### config.mk
export PLATFORM = sky130hd
export DESIGN_NAME = rx_clk_supervisor
export DESIGN_NICKNAME = d
export VERILOG_FILES = /design/src/rtl/rx_clk_supervisor.sv
export SDC_FILE = /design/constraint.sdc
export NUM_CORES = 1
export LEC_CHECK = 0
export BUFFER_PORTS_ARGS = -buffer_cell sky130_fd_sc_hd__buf_2
export CAP_MARGIN = 40
export CORE_MARGIN = 4
export CORE_UTILIZATION = 60
export CTS_BUF_LIST = sky130_fd_sc_hd__clkbuf_4 sky130_fd_sc_hd__clkbuf_8
export DETAILED_ROUTE_END_ITERATION = 8
export PLACE_DENSITY = 0.8
export SKIP_LAST_GASP = 1
export SYNTH_ARGS = -nofsm -noshare
export SYNTH_HDL_FRONTEND = slang
export SYNTH_SLANG_ARGS = --single-unit
### constraint.sdc
create_clock -name rxclk -period 2.6 [get_ports rxclk]
set_input_delay 0.13 -clock rxclk [delete_from_list [all_inputs] [get_ports rxclk]]
set_output_delay 0.13 -clock rxclk [all_outputs]
set_load 0.05 [all_outputs]
### src/rtl/rx_clk_supervisor.sv
// Receive-clock DCM supervisor: pulses the DCM reset, waits for a stable lock with
// timeout/retry, then releases downstream reset domains one after another.
module rx_clk_supervisor #(
    parameter int NUM_DOMAINS  = 2,
    parameter int RST_PULSE    = 8,
    parameter int LOCK_TIMEOUT = 1024,
    parameter int SETTLE       = 16,
    parameter int STAGGER      = 4,
    parameter int MAX_RETRY    = 7,
    parameter int CNT_W        = 16
) (
    input  logic                   rxclk,
    input  logic                   reset,
    input  logic                   dcm_locked,
    output logic                   dcm_rst,
    output logic [NUM_DOMAINS-1:0] domain_rst,
    output logic                   locked,
    output logic                   fail,
    output logic [3:0]             retry_cnt,
    output logic [7:0]             loss_cnt
);

    typedef enum logic [2:0] {
        ST_RST_DCM,
        ST_WAIT_LOCK,
        ST_SETTLE,
        ST_RELEASE,
        ST_RUN,
        ST_FAIL
    } state_t;

    localparam logic [CNT_W-1:0] RST_LAST     = CNT_W'(RST_PULSE - 1);
    localparam logic [CNT_W-1:0] TIMEOUT_LAST = CNT_W'(LOCK_TIMEOUT - 1);
    localparam logic [CNT_W-1:0] SETTLE_LAST  = CNT_W'(SETTLE - 1);
    localparam logic [CNT_W-1:0] RELEASE_LAST = CNT_W'((NUM_DOMAINS - 1) * STAGGER);

    state_t                 state, state_next;
    logic [CNT_W-1:0]       cnt, cnt_next;
    logic [1:0]             sync_q;
    logic                   lk;
    logic                   dcm_rst_next;
    logic [NUM_DOMAINS-1:0] domain_rst_next;
    logic                   locked_next;
    logic                   fail_next;
    logic [3:0]             retry_next;
    logic [3:0]             retry_inc;
    logic [7:0]             loss_next;

    // dcm_locked is asynchronous to rxclk; two flops before anything looks at it.
    // NOTE: sequential blocks use non-blocking assignments so every flop samples pre-edge values.
    always_ff @(posedge rxclk or negedge reset) begin
        if (!reset) begin
            sync_q <= '0;
        end else begin
            sync_q <= {sync_q[0], dcm_locked};
        end
    end

    assign lk        = sync_q[1];
    assign retry_inc = (retry_cnt == 4'hF) ? retry_cnt : retry_cnt + 4'd1;

    // NOTE: every always_comb output gets a default first, so no path can infer a latch.
    always_comb begin
        state_next = state;
        retry_next = retry_cnt;
        loss_next  = loss_cnt;

        unique case (state)
            ST_RST_DCM: begin
                if (cnt == RST_LAST) state_next = ST_WAIT_LOCK;
            end
            ST_WAIT_LOCK: begin
                // A lock seen on the timeout cycle wins over the retry.
                if (lk) begin
                    state_next = ST_SETTLE;
                end else if (cnt == TIMEOUT_LAST) begin
                    retry_next = retry_inc;
                    state_next = (32'(retry_inc) >= MAX_RETRY) ? ST_FAIL : ST_RST_DCM;
                end
            end
            ST_SETTLE: begin
                if (!lk) begin
                    state_next = ST_RST_DCM;
                end else if (cnt == SETTLE_LAST) begin
                    state_next = ST_RELEASE;
                end
            end
            ST_RELEASE: begin
                if (!lk) begin
                    state_next = ST_RST_DCM;
                    loss_next  = (loss_cnt == 8'hFF) ? loss_cnt : loss_cnt + 8'd1;
                end else if (cnt == RELEASE_LAST) begin
                    state_next = ST_RUN;
                end
            end
            ST_RUN: begin
                if (!lk) begin
                    state_next = ST_RST_DCM;
                    loss_next  = (loss_cnt == 8'hFF) ? loss_cnt : loss_cnt + 8'd1;
                end
            end
            ST_FAIL: begin
                state_next = ST_FAIL;
            end
            default: begin
                state_next = ST_RST_DCM;
            end
        endcase

        // Counter restarts on every state change and saturates instead of wrapping.
        if (state_next != state) begin
            cnt_next = '0;
        end else if (cnt == {CNT_W{1'b1}}) begin
            cnt_next = cnt;
        end else begin
            cnt_next = cnt + CNT_W'(1);
        end
    end

    // Outputs are decoded from the next state so the registered copies line up with it.
    always_comb begin
        dcm_rst_next    = (state_next == ST_RST_DCM) || (state_next == ST_FAIL);
        locked_next     = (state_next == ST_RUN);
        fail_next       = (state_next == ST_FAIL);
        domain_rst_next = '1;
        if (state_next == ST_RUN) begin
            domain_rst_next = '0;
        end else if (state_next == ST_RELEASE) begin
            for (int i = 0; i < NUM_DOMAINS; i++) begin
                domain_rst_next[i] = (32'(cnt_next) < 32'(i * STAGGER));
            end
        end
    end

    always_ff @(posedge rxclk or negedge reset) begin
        if (!reset) begin
            state      <= ST_RST_DCM;
            cnt        <= '0;
            dcm_rst    <= 1'b1;
            domain_rst <= '1;
            locked     <= 1'b0;
            fail       <= 1'b0;
            retry_cnt  <= 4'd0;
            loss_cnt   <= 8'd0;
        end else begin
            state      <= state_next;
            cnt        <= cnt_next;
            dcm_rst    <= dcm_rst_next;
            domain_rst <= domain_rst_next;
            locked     <= locked_next;
            fail       <= fail_next;
            retry_cnt  <= retry_next;
            loss_cnt   <= loss_next;
        end
    end

endmodule

### Word level (Yosys, flattened, before mapping)

Cells that the tools add are included.
W data, S select, Z words.

| word-level totals | value |
|---|---|
| flip-flop bits (word level) | 38 |
| word-level logic and storage cells | 53 |

| operators by class | value |
|---|---|
| equality and inequality tests | 16 |
| muxes and demuxes | 15 |
| reductions and logical operators | 6 |
| bitwise logic cells | 2 |
| $add $sub $neg | 3 |
| order comparisons | 2 |

Operators by type and width:

| kind | count |
|---|---|
| $eq A16 B3 Y1 const B | 2 |
| $mux W16 | 2 |
| $mux W3 | 9 |
| $pmux W3 S6 | 1 |
| $add A16 B1 Y16 const B | 1 |
| $eq A16 B10 Y1 const B | 1 |
| $eq A16 B16 Y1 const B | 1 |
| $eq A16 B4 Y1 const B | 1 |
| $lt A16 B3 Y1 const B | 1 |
| $eq A3 B3 Y1 const B | 4 |
| $eq A3 B2 Y1 const B | 3 |
| $add A8 B1 Y8 const B | 1 |
| $eq A8 B8 Y1 const B | 1 |
| $logic_not A3 Y1 | 2 |
| $reduce_and A3 Y1 | 2 |
| $add A4 B1 Y4 const B | 1 |
| $eq A4 B4 Y1 const B | 1 |
| $ge A4 B3 Y1 const B | 1 |
| $mux W2 | 2 |
| $mux W4 | 1 |
| $eq A3 B1 Y1 const B | 1 |
| $ne A3 B3 Y1 | 1 |
| $not A1 Y1 | 2 |
| $reduce_or A2 Y1 | 1 |
| $logic_or A1 B1 Y1 | 1 |

### Depth between registers and ports, before layout

Gate-level depths: netlist of the first run.

| depth | value |
|---|---|
| depth after elaboration | 12 |
| depth in mapped cells | 9 |
| gate-level depth less buffers | 7 |

### Worst setup path before layout of the first run

Ideal clock, no wire load.

| timing path | value |
|---|---|
| kind | register -> register |
| start | register retry_cnt[0] |
| end | register cnt[0] |
| cell stages (with the launch flop) | 9 |
| required time | 2.506 ns |
| clock period less this slack | 2.536 ns |
| arrival time | 2.442 ns |
| path slack | 0.064 ns |
| cells stage by stage | dfrtp_1 -> ha_1 -> mux2_2 -> o21ai_0 -> a22oi_1 -> o21a_1 -> or3_1 -> buf_6 -> a211oi_1 |

| on the way | value |
|---|---|
| longest elaborated chain between the ends | 9 |
| elaborated cells between the ends (all ways) | 10 |
| classes of those cells | add/sub: 1; order compare: 1; eq/ne: 2; mux: 6 |

Ends and longest elaborated chain:

| what | RTL line | text |
|---|---|---|
| from (decl) | 19 | `output logic [3:0] retry_cnt,` |
| from (signal assigned) | 152 | `retry_cnt <= retry_next;` |
| $add A4 B1 Y4 or $eq A4 B4 Y1 (tied branches) | 60 | `assign retry_inc = (retry_cnt == 4'hF) ? retry_cnt : retry_cnt + 4'd1;` |
| $mux W4 * | 60 |  |
| $ge A4 B3 Y1 * | 78 | `state_next = (32'(retry_inc) >= MAX_RETRY) ? ST_FAIL : ST_RST_DCM;` |
| $mux W3 * | 78 |  |
| $mux W3 * | 76 | `end else if (cnt == TIMEOUT_LAST) begin` |
| $mux W3 * | 74 | `if (lk) begin` |
| $pmux W3 S6 * | 68 | `unique case (state)` |
| $ne A3 B3 Y1 * | 111 | `if (state_next != state) begin` |
| $mux W16 * | 111 |  |
| to (signal assigned) | 147 | `cnt <= cnt_next;` |
| to (decl) | 38 | `logic [CNT_W-1:0] cnt, cnt_next;` |

Mark *: on every way between the ends. The rest lies on a longest branch, timed or not.
A chain may end at the register's enable or synchronous reset.

### Worst setup path after layout of the first run

| timing path | value |
|---|---|
| start | register retry_cnt[0] |
| end | register cnt[1] |

The elaborated chain is that of the path after synthesis.

==> qor.txt, run 1 <==
row cnt = 23
FF/Latch Area = 955 um^2
Initial Utilization = 61.9%
Post-synth EDFFs = 0
GRT Util Overall = 21.5%
clock buffer depth = 2
Seq/Total Area, Yosys = 38.8%
Hold/Removal Path Class = reg2reg
RSZ-0062 raised after global routing = no
Yosys top cell area share = 35.6%
clock tree root driver cell = clkbuf_8
outcome = finished, final reports clean
CP Class = reg2reg
largest net degree at the start of global routing = 39
Yosys cell types = 61
FILL cells = 299
total CTS buffers = 5
YS warnings = 0
Die Area = 5190 um^2
crit start category = register
Worst path slowest cell = or3_1
final wirelength = 4.99 mm
VDD IR-drop max = 0.000457 V
via count = 1952
critical path capture point = cnt[1]
Levels on crit path = 7
Worst Path Buf+Inv = 0
syn_nets = 253
Peak Freq = 411 MHz
Fin Setup TNS = 0 ns
post-route DRC violation count = 0
global placer's final weighted congestion = 0.945
cells along the critical path = ha_1, mux2_2, o21ai_0, a22oi_1, o21a_1, or3_1, a211oi_1
final worst path period share = 93.7%
Clock Skew = 0.00831 ns
first drt pass iteration count = 4
register bit total from synthesis = 38
final setup violation count = 0
first-pass GRT wire length = 8.68 mm
layout cells sized above 1 = 21.2%
power density over the cells = 711 nW/um^2
CTS tree = yes
DP Wirelength = 3.60 mm
CTS clk-pin slew, worst paths = 0.07 ns
Worst slew margin = 45.3%
Worst R2R Path Depth = 7
area delta synth->final = 9.16%
min Tclk post-route = 2.44 ns
vias in the first global route = 1850
Largest stage delay, worst path = 0.51 ns
grt total ovfl = 0
port bufs = 19
Final Hold Violating Endpoints = 0
Ports = 20
synth top area cells = dfrtp_1, xnor2_1, dfstp_2, mux2i_1, nor2_1
Die Width = 72.0 um
mapped cell area = 2460 um^2
Worst Max-Slew Pin Slew = 0.820 ns
H-tree Lvls = 2
CTS Hold Bufs = 2
r2r setup slk = 0.16 ns
ys flop type = dfrtp_1
Die Height = 72.0 um
WL/cell = 15.9 um
area taken by multi-input logic gates = 1360 um^2
CP delay by family, top = compound AO/OA/AOI/OAI gates
setup bufs post-CTS = 0
1st-iter DRT viols = 214
antenna violations before repair = 0
worst r2r dst = cnt[1]
Core Area = 3970 um^2
Worst-Skew Late Latency = 0.30 ns
Vias/cell = 6.22
post-synth top area cell = dfrtp_1
max-capacitance violation count = 0
Async S/R FF share, synth = 100%
CP Max Fanout = 8
WHS = 0.353 ns
Post-CTS Resized = 0
syn avg cell area = 10.0 um^2
layout net count = 270
Critical Path RT = 2.80 ns
CP startpoint = retry_cnt[0]
cell count after synthesis = 246
antenna cells = 0
Leakage = 1.22 nW
clock sink count = 38
max-slew violations = 0
r2r startpoint = retry_cnt[0]
antenna viol nets, final = 0
Worst setup EP type = register
CP arrival = 2.64 ns
[metal layers]
metal	vias to the layer above	share of wire (%)	track usage, %
met5	-	0	0
met4	0	2.9	9.39
met3	16	5.8	5.12
met2	66	47	33.6
met1	935	44	28.6
li1	935	-	-
[cell usage after synthesis (7+ instances only)]
cell type	instances
dfrtp_1	35
nor2_1	17
nand2_1	14
xnor2_1	13
o21ai_0	11
inv_1	10
nor3_1	9
and3_1	8
a211oi_1	7
a21oi_1	7
buf_2	7
mux2i_1	7
nand3_1	7
[cell usage in the layout, fill, tap and decap left out, types with 3 or more instances in the layout]
master,n
mux2_2,4
nor2b_1,6
o21ai_0,11
dfstp_2,3
a21oi_1,7
buf_2,19
a211oi_1,7
and2_1,5
xor2_1,5
and4_1,3
nand3_1,7
and3_1,8
nand4_1,6
dfrtp_1,35
nor3_1,9
clkbuf_8,6
nor4_1,4
ha_1,4
xnor2_1,13
nand2_1,14
mux2i_1,7
inv_1,10
nor2_1,17
buf_4,5
[logic make-up (layout without fill, tap and decap cells)]
logic type	count (synthesis)	in the layout	synth area share [%]
xor+xnor	18	18	6.41
compound gates	48	48	15.6
buf+inv	26	44	6.00
flops	38	38	38.8
mux	11	11	4.68
fa+ha+maj	4	4	2.03
simple gates	101	101	26.4
[worst reg2reg max path: cells and delay by family (launching register included)]
family / cells / cell delay, ns
adders and majority gates: 1 / 0.33
and+or+nand+nor: 1 / 0.51
muxes: 1 / 0.25
DFF: 1 / 0.46
AOI/OAI and AO/OA: 4 / 0.79
[sequential cells by signal, summed over array words and instances (netlist names)]
signal / cells
dcm_rst: 1
fail: 1
state: 3
sync_q: 2
cnt: 16
locked: 1
domain_rst: 2
loss_cnt: 8
retry_cnt: 4
[area by class of cell]
class                   count  share of cell area (%)
flip-flops and latches     38                    35.6
multi-input cells         182                    50.6
inverters                  10                    1.40
clock inverters             1                    1.12
clock buffers               7                    3.36
well taps                  50                    2.33
repair buffers             26                    5.68
[per-stage QoR]
stage               util (%)  area, um^2  std cells  power, W  worst slack, ns
floorplan                  -        2460        246   0.00130           0.0644
global placement        64.1        2540        304   0.00137            0.264
detailed placement      64.1        2540        304   0.00139            0.164
CTS                     67.6        2690        314   0.00192            0.154
global route            67.6        2690        314   0.00202           0.0224
finish                  67.6        2690        314   0.00191            0.165
[power by group]
group,leakage [nW],total [W],internal (W),switching [W]
combinational,0.653,0.000619,0.000236,0.000383
clock,0.0619,0.000527,0.000323,0.000204
sequential,0.508,0.000764,0.000664,0.000100
[worst min-delay path by stage]
stage / cells past startpoint / slack, ns / to / from
finish: 0 / 0.35 / sync_q[1] / sync_q[0]
global route: 0 / 0.37 / sync_q[1] / sync_q[0]
CTS: 0 / 0.36 / sync_q[1] / sync_q[0]
detailed placement: 1 / 0.24 / sync_q[0] / dcm_locked
global placement: 1 / 0.24 / sync_q[0] / dcm_locked
floorplan: 0 / -0.17 / cnt[0] / reset
Power figures use the tool's default switching activity.
==> inputs of run 2 (changes only) <==
- CELL_PAD_IN_SITES_DETAIL_PLACEMENT: default -> 1
- CELL_PAD_IN_SITES_GLOBAL_PLACEMENT: default -> 1
- CORE_UTILIZATION: 60 -> 47
- CTS_BUF_LIST: sky130_fd_sc_hd__clkbuf_4 sky130_fd_sc_hd__clkbuf_8 -> default
- PLACE_DENSITY: 0.8 -> default
- PLACE_DENSITY_LB_ADDON: default -> 0.1
==> qor.txt, run 2 (same netlist as run 1, synthesis figures left out) <==
clock sink count = 38 (unchanged)
Clock Skew = 0.00581 ns (-0.00251 ns)
Largest stage delay, worst path = 0.46 ns (-0.05 ns)
final setup violation count = 0 (unchanged)
Vias/cell = 5.82 (-6.3%)
final wirelength = 5.96 mm (+20%)
final std cells w/o fill = 342 (+8.9%)
final core utilization = 55.2% (-12 points)
WL/cell = 17.4 um (+9.7%)
largest net degree at the start of global routing = 26 (-33%)
most frequent cells in the layout = dfrtp_1, buf_2, nor2_1, nand2_1, xnor2_1
r2r setup slk = 0.27 ns (+0.10 ns)
Peak Freq = 428 MHz (+4.3%)
Placed Area = 2660 um^2 (+4.3%)
max-slew violations = 0 (unchanged)
Hold/Removal Path Class = in2async
Worst path slowest cell = dfrtp_1
Die Area = 6460 um^2 (+24%)
Biggest register = cnt
first drt pass iteration count = 4 (unchanged)
CP arrival = 2.54 ns (-0.10 ns)
leading cell type in the layout, fill and taps excluded = dfrtp_1
row cnt = 26 (+13%)
Cells after DPL = 332 (+9.2%)
VDD IR-drop max = 0.000471 V (+3.1%)
outcome = finished, final reports clean
dpl ws = 0.184 ns (+0.0202 ns)
antenna cells = 0 (unchanged)
total CTS buffers = 5 (unchanged)
Worst slew margin = 60.6% (+15 points)
Die Width = 80.3 um (+12%)
Die Height = 80.3 um (+12%)
grt total ovfl = 0 (unchanged)
CP Max Fanout = 8 (unchanged)
Worst R2R Path Depth = 7 (unchanged)
layout cells sized above 1 = 23.9% (+2.7 points)
CTS clk-pin slew, worst paths = 0.08 ns (about the same)
global placer's final weighted congestion = 0.861 (-8.8%)
number of flip-flops in the largest register = 16 (unchanged)
min Tclk post-route = 2.33 ns (-0.101 ns)
Final Hold Violating Endpoints = 0 (unchanged)
area delta synth->final = 13.9%
worst setup margin = 0.265 ns (+0.101 ns)
via count = 1992 (+2.0%)
Worst-Skew Late Latency = 0.30 ns (about the same)
Initial Utilization = 48.5% (-13 points)
layout net count = 278 (+3.0%)
clock buffer depth = 2 (unchanged)
GRT Util Overall = 20.8% (-0.71 points)
H-tree Lvls = 2 (unchanged)
CP Class = reg2reg
power density over the cells = 716 nW/um^2 (+0.63%)
r2r startpoint = retry_cnt[0]
1st-iter DRT viols = 88 (-59%)
Fin Setup TNS = 0 ns (unchanged)
antenna violations before repair = 0 (unchanged)
Core Area = 5070 um^2 (+28%)
vias in the first global route = 2068 (+12%)
DP Wirelength = 4.42 mm (+23%)
final worst path period share = 89.8% (-3.9 points)
clock tree root driver cell = clkbuf_8
Leakage = 1.27 nW (+3.7%)
first-pass GRT wire length = 10.4 mm (+20%)
antenna viol nets, final = 0 (unchanged)
Worst Max-Slew Pin Slew = 0.591 ns (-0.229 ns)
crit start category = register
port bufs = 19 (unchanged)
Worst setup EP type = register
Largest regs = cnt x16, loss_cnt x8, retry_cnt x4
CTS tree = yes
worst r2r dst = cnt[1]
Critical Path RT = 2.80 ns (about the same)
Ports = 20 (unchanged)
Final Cell Area = 2800 um^2 (+4.4%)
post-route DRC violation count = 0 (unchanged)
RSZ-0062 raised after global routing = no
cells along the critical path = ha_1, mux2_2, o21ai_0, a22oi_1, o21a_1, or3_4, a211oi_1
max-capacitance violation count = 0 (unchanged)
[run 2: cell count changes in the layout (fill, tap and decap cells not counted)]
cell      delta
clkbuf_1     +1
nor4_2       +1
or3_1        -1
buf_4        +6
buf_12       +2
or3_4        +1
clkbuf_4     -1
nor4_1       -1
[run 2: report_power, final]
part / internal (W) / switching (W) / leakage (nW)
Clock: 0.000313 / 0.000220 / 0.0585
Sequential: 0.000664 / 0.0000990 / 0.508
Combinational: 0.000296 / 0.000415 / 0.702
[run 2: stage by stage]
step	hold slack, ns	power (W)
global route	0.334	0.00214
detailed placement	0.0636	0.00146
floorplan	-0.166	0.00130
finish	0.306	0.00201
CTS	0.271	0.00200
global placement	0.238	0.00144
[run 2: worst max path at each step]
stage	from	end	slack [ns]
after floorplan	retry_cnt[0]	cnt[0]	0.06
after global routing	cnt[4]	domain_rst[0]	0.07
after global placement	retry_cnt[0]	cnt[7]	0.25
final	retry_cnt[0]	cnt[1]	0.27
after CTS	retry_cnt[0]	cnt[1]	0.16
after detailed placement	retry_cnt[0]	cnt[0]	0.18
[run 2: layer usage]
| metal | vias to the layer above | track usage [%] | share of wire, % |
|---|---|---|---|
| met5 | - | 0 | 0 |
| met4 | 0 | 7.43 | 2.0 |
| met3 | 12 | 4.37 | 3.9 |
| met2 | 31 | 33.2 | 46 |
| met1 | 994 | 27.8 | 48 |
| li1 | 955 | - | - |
[run 2: final cells by class]
class / count / area (um^2)
Timing Repair Buffer: 34 / 238
Clock inverter: 1 / 30.0
Tap cell: 70 / 87.6
Clock buffer: 7 / 86.3
Fill cell: 595 / 2270
Multi-Input combinational cell: 182 / 1370
Inverter: 10 / 37.5
Sequential cell: 38 / 955
[run 2: critical path: cells and delay by family (launching register included)]
kind,cells,cell delay [ns]
compound gates,4,0.75
fa+ha+maj,1,0.33
flops,1,0.46
mux,1,0.25
simple gates,1,0.45
[run 2: timing repair]
action                                 CTS  global route
hold buffers                             2             0
setup buffers                            0             0
endpoints found under the hold margin   13             0
setup endpoints to repair                0             3
gates resized for setup                  0             2
==> inputs of run 3 (changes only) <==
--- a/config.mk
+++ b/config.mk
@@ -13,4 +13,5 @@
 export CORE_UTILIZATION = 47
 export DETAILED_ROUTE_END_ITERATION = 8
+export MAX_ROUTING_LAYER = met4
 export PLACE_DENSITY_LB_ADDON = 0.1
 export SKIP_LAST_GASP = 1
==> constraint.sdc (replaced) <==
create_clock -name rxclk -period 2.6 [get_ports rxclk]
set_input_delay 0.52 -clock rxclk [delete_from_list [all_inputs] [get_ports rxclk]]
set_output_delay 0.52 -clock rxclk [all_outputs]
set_load 0.05 [all_outputs]
==> qor.txt, run 3 (same netlist as run 1, synthesis figures left out) <==
CP arrival = 2.63 ns (+0.09 ns)
via count = 2003 (+0.55%)
leading cell type in the layout, fill and taps excluded = dfrtp_1
area delta synth->final = 12.5%
largest net degree at the start of global routing = 26 (unchanged)
Vias/cell = 5.87 (+0.85%)
Core Area = 5070 um^2 (unchanged)
Largest stage delay, worst path = 0.50 ns (+0.04 ns)
grt total ovfl = 0 (unchanged)
worst r2r dst = domain_rst[0]
antenna viol nets, final = 0 (unchanged)
Worst path slowest cell = dfrtp_1
post-route DRC violation count = 0 (unchanged)
Worst setup EP type = register
cells along the critical path = nor4_2, nand4_2, o41ai_2, a222oi_1, or4_4, nor2b_1
most frequent cells in the layout = dfrtp_1, buf_2, nor2_1, nand2_1, xnor2_1
Worst Max-Slew Pin Slew = 0.615 ns (+0.0237 ns)
Clock Skew = 0.00671 ns (+0.000900 ns)
antenna cells = 0 (unchanged)
clock sink count = 38 (unchanged)
crit start category = register
Critical Path RT = 2.82 ns (+0.02 ns)
CTS clk-pin slew, worst paths = 0.08 ns (about the same)
WHS = 0.125 ns (-0.181 ns)
CTS Hold Bufs = 0 (-2)
1st-iter DRT viols = 80 (-9.1%)
Worst-Skew Late Latency = 0.30 ns (about the same)
GRT Util Overall = 22.4% (+1.6 points)
row cnt = 26 (unchanged)
max-slew violations = 0 (unchanged)
Biggest register = cnt
Final Hold Violating Endpoints = 0 (unchanged)
Die Height = 80.3 um (unchanged)
CP Max Fanout = 8 (unchanged)
min Tclk post-route = 2.40 ns (+0.0687 ns)
Largest regs = cnt x16, loss_cnt x8, retry_cnt x4
VDD IR-drop max = 0.000447 V (-5.2%)
Design Power = 0.00193 W (-3.8%)
WL/cell = 18.0 um (+3.0%)
final setup violation count = 0 (unchanged)
Initial Utilization = 48.5% (unchanged)
Worst R2R Path Depth = 6 (-1)
Worst slew margin = 59.0% (-1.6 points)
layout cells sized above 1 = 24.7% (+0.83 points)
r2r setup slk = 0.20 ns (-0.07 ns)
CTS tree = yes
Worst Path Buf+Inv = 0 (unchanged)
Cells after DPL = 333 (+0.30%)
Leakage = 1.25 nW (-1.2%)
number of flip-flops in the largest register = 16 (unchanged)
vias in the first global route = 2082 (+0.68%)
Ports = 20 (unchanged)
clock tree root driver cell = clkbuf_8
H-tree Lvls = 2 (unchanged)
clock buffer depth = 2 (unchanged)
max-capacitance violation count = 0 (unchanged)
DP Wirelength = 4.51 mm (+2.0%)
outcome = finished, final reports clean
total CTS buffers = 5 (unchanged)
antenna violations before repair = 0 (unchanged)
layout net count = 277 (-0.36%)
RSZ-0062 raised after global routing = no
CP startpoint = cnt[4]
Die Area = 6460 um^2 (unchanged)
final wirelength = 6.12 mm (+2.6%)
first drt pass iteration count = 4 (unchanged)
first-pass GRT wire length = 10.9 mm (+4.7%)
final std cells w/o fill = 341 (-0.29%)
Post-CTS Resized = 0 (unchanged)
Die Width = 80.3 um (unchanged)
r2r startpoint = cnt[4]
CP delay by family, top = simple AND/OR/NAND/NOR gates
port bufs = 19 (unchanged)
global placer's final weighted congestion = 0.870 (+1.0%)
Fin Setup TNS = 0 ns (unchanged)
Hold/Removal Path Class = in2async
setup bufs post-CTS = 0 (unchanged)
power density over the cells = 697 nW/um^2 (-2.6%)
CP Class = reg2reg
final worst path period share = 92.4% (+2.6 points)
Peak Freq = 416 MHz (-2.9%)
-- run 3: changes by cell type in the layout (fill, tap and decap cells not counted) --
| cell | previous run | this run |
|---|---|---|
| buf_4 | 11 | 12 |
| bufinv_16 | 1 | 0 |
| clkbuf_1 | 1 | 0 |
| clkinv_2 | 0 | 1 |
| clkinvlp_4 | 0 | 1 |
| dlygate4sd3_1 | 2 | 0 |
| nand3_1 | 7 | 6 |
| nand3_2 | 1 | 2 |
| nor4_1 | 3 | 4 |
| nor4_2 | 3 | 2 |
-- run 3: worst max path at each step --
stage / to / depth (start not counted)
final: domain_rst[0] / 6
after CTS: cnt[7] / 7
after detailed placement: cnt[7] / 7
after floorplan: cnt[0] / 8
after global routing: domain_rst[1] / 6
after global placement: domain_rst[1] / 6
-- run 3: where the power goes --
| group | total [W] | internal, W | switching [W] |
|---|---|---|---|
| sequential | 0.000757 | 0.000664 | 0.0000926 |
| clock | 0.000438 | 0.000213 | 0.000225 |
| combinational | 0.000735 | 0.000300 | 0.000435 |
-- run 3: final cells by class --
| class | count | area (um^2) |
|---|---|---|
| inverters | 10 | 37.5 |
| flip-flops and latches | 38 | 955 |
| repair buffers | 33 | 225 |
| fillers | 582 | 2310 |
| clock buffers | 6 | 82.6 |
| clock inverters | 2 | 12.5 |
| well taps | 70 | 87.6 |
| multi-input cells | 182 | 1370 |
-- run 3: layer usage --
metal | GRT usage (%) | routed length, um | vias up
met3 | 3.70 | 164 | 5
met1 | 30.7 | 2930 | 1014
met2 | 34.9 | 2960 | 31
met4 | 5.41 | 65 | 0
met5 | - | 0 | -
li1 | - | - | 953
-- run 3: stage by stage --
stage          setup WS [ns]  utilization, %  cell area [um^2]
3_3_place_gp           0.205            52.1              2640
5_1_grt               0.0347            54.5              2770
3_5_place_dp           0.138            52.5              2660
6_report               0.197            54.5              2770
4_1_cts                0.102            54.3              2760
2_1_floorplan         0.0644               -              2460
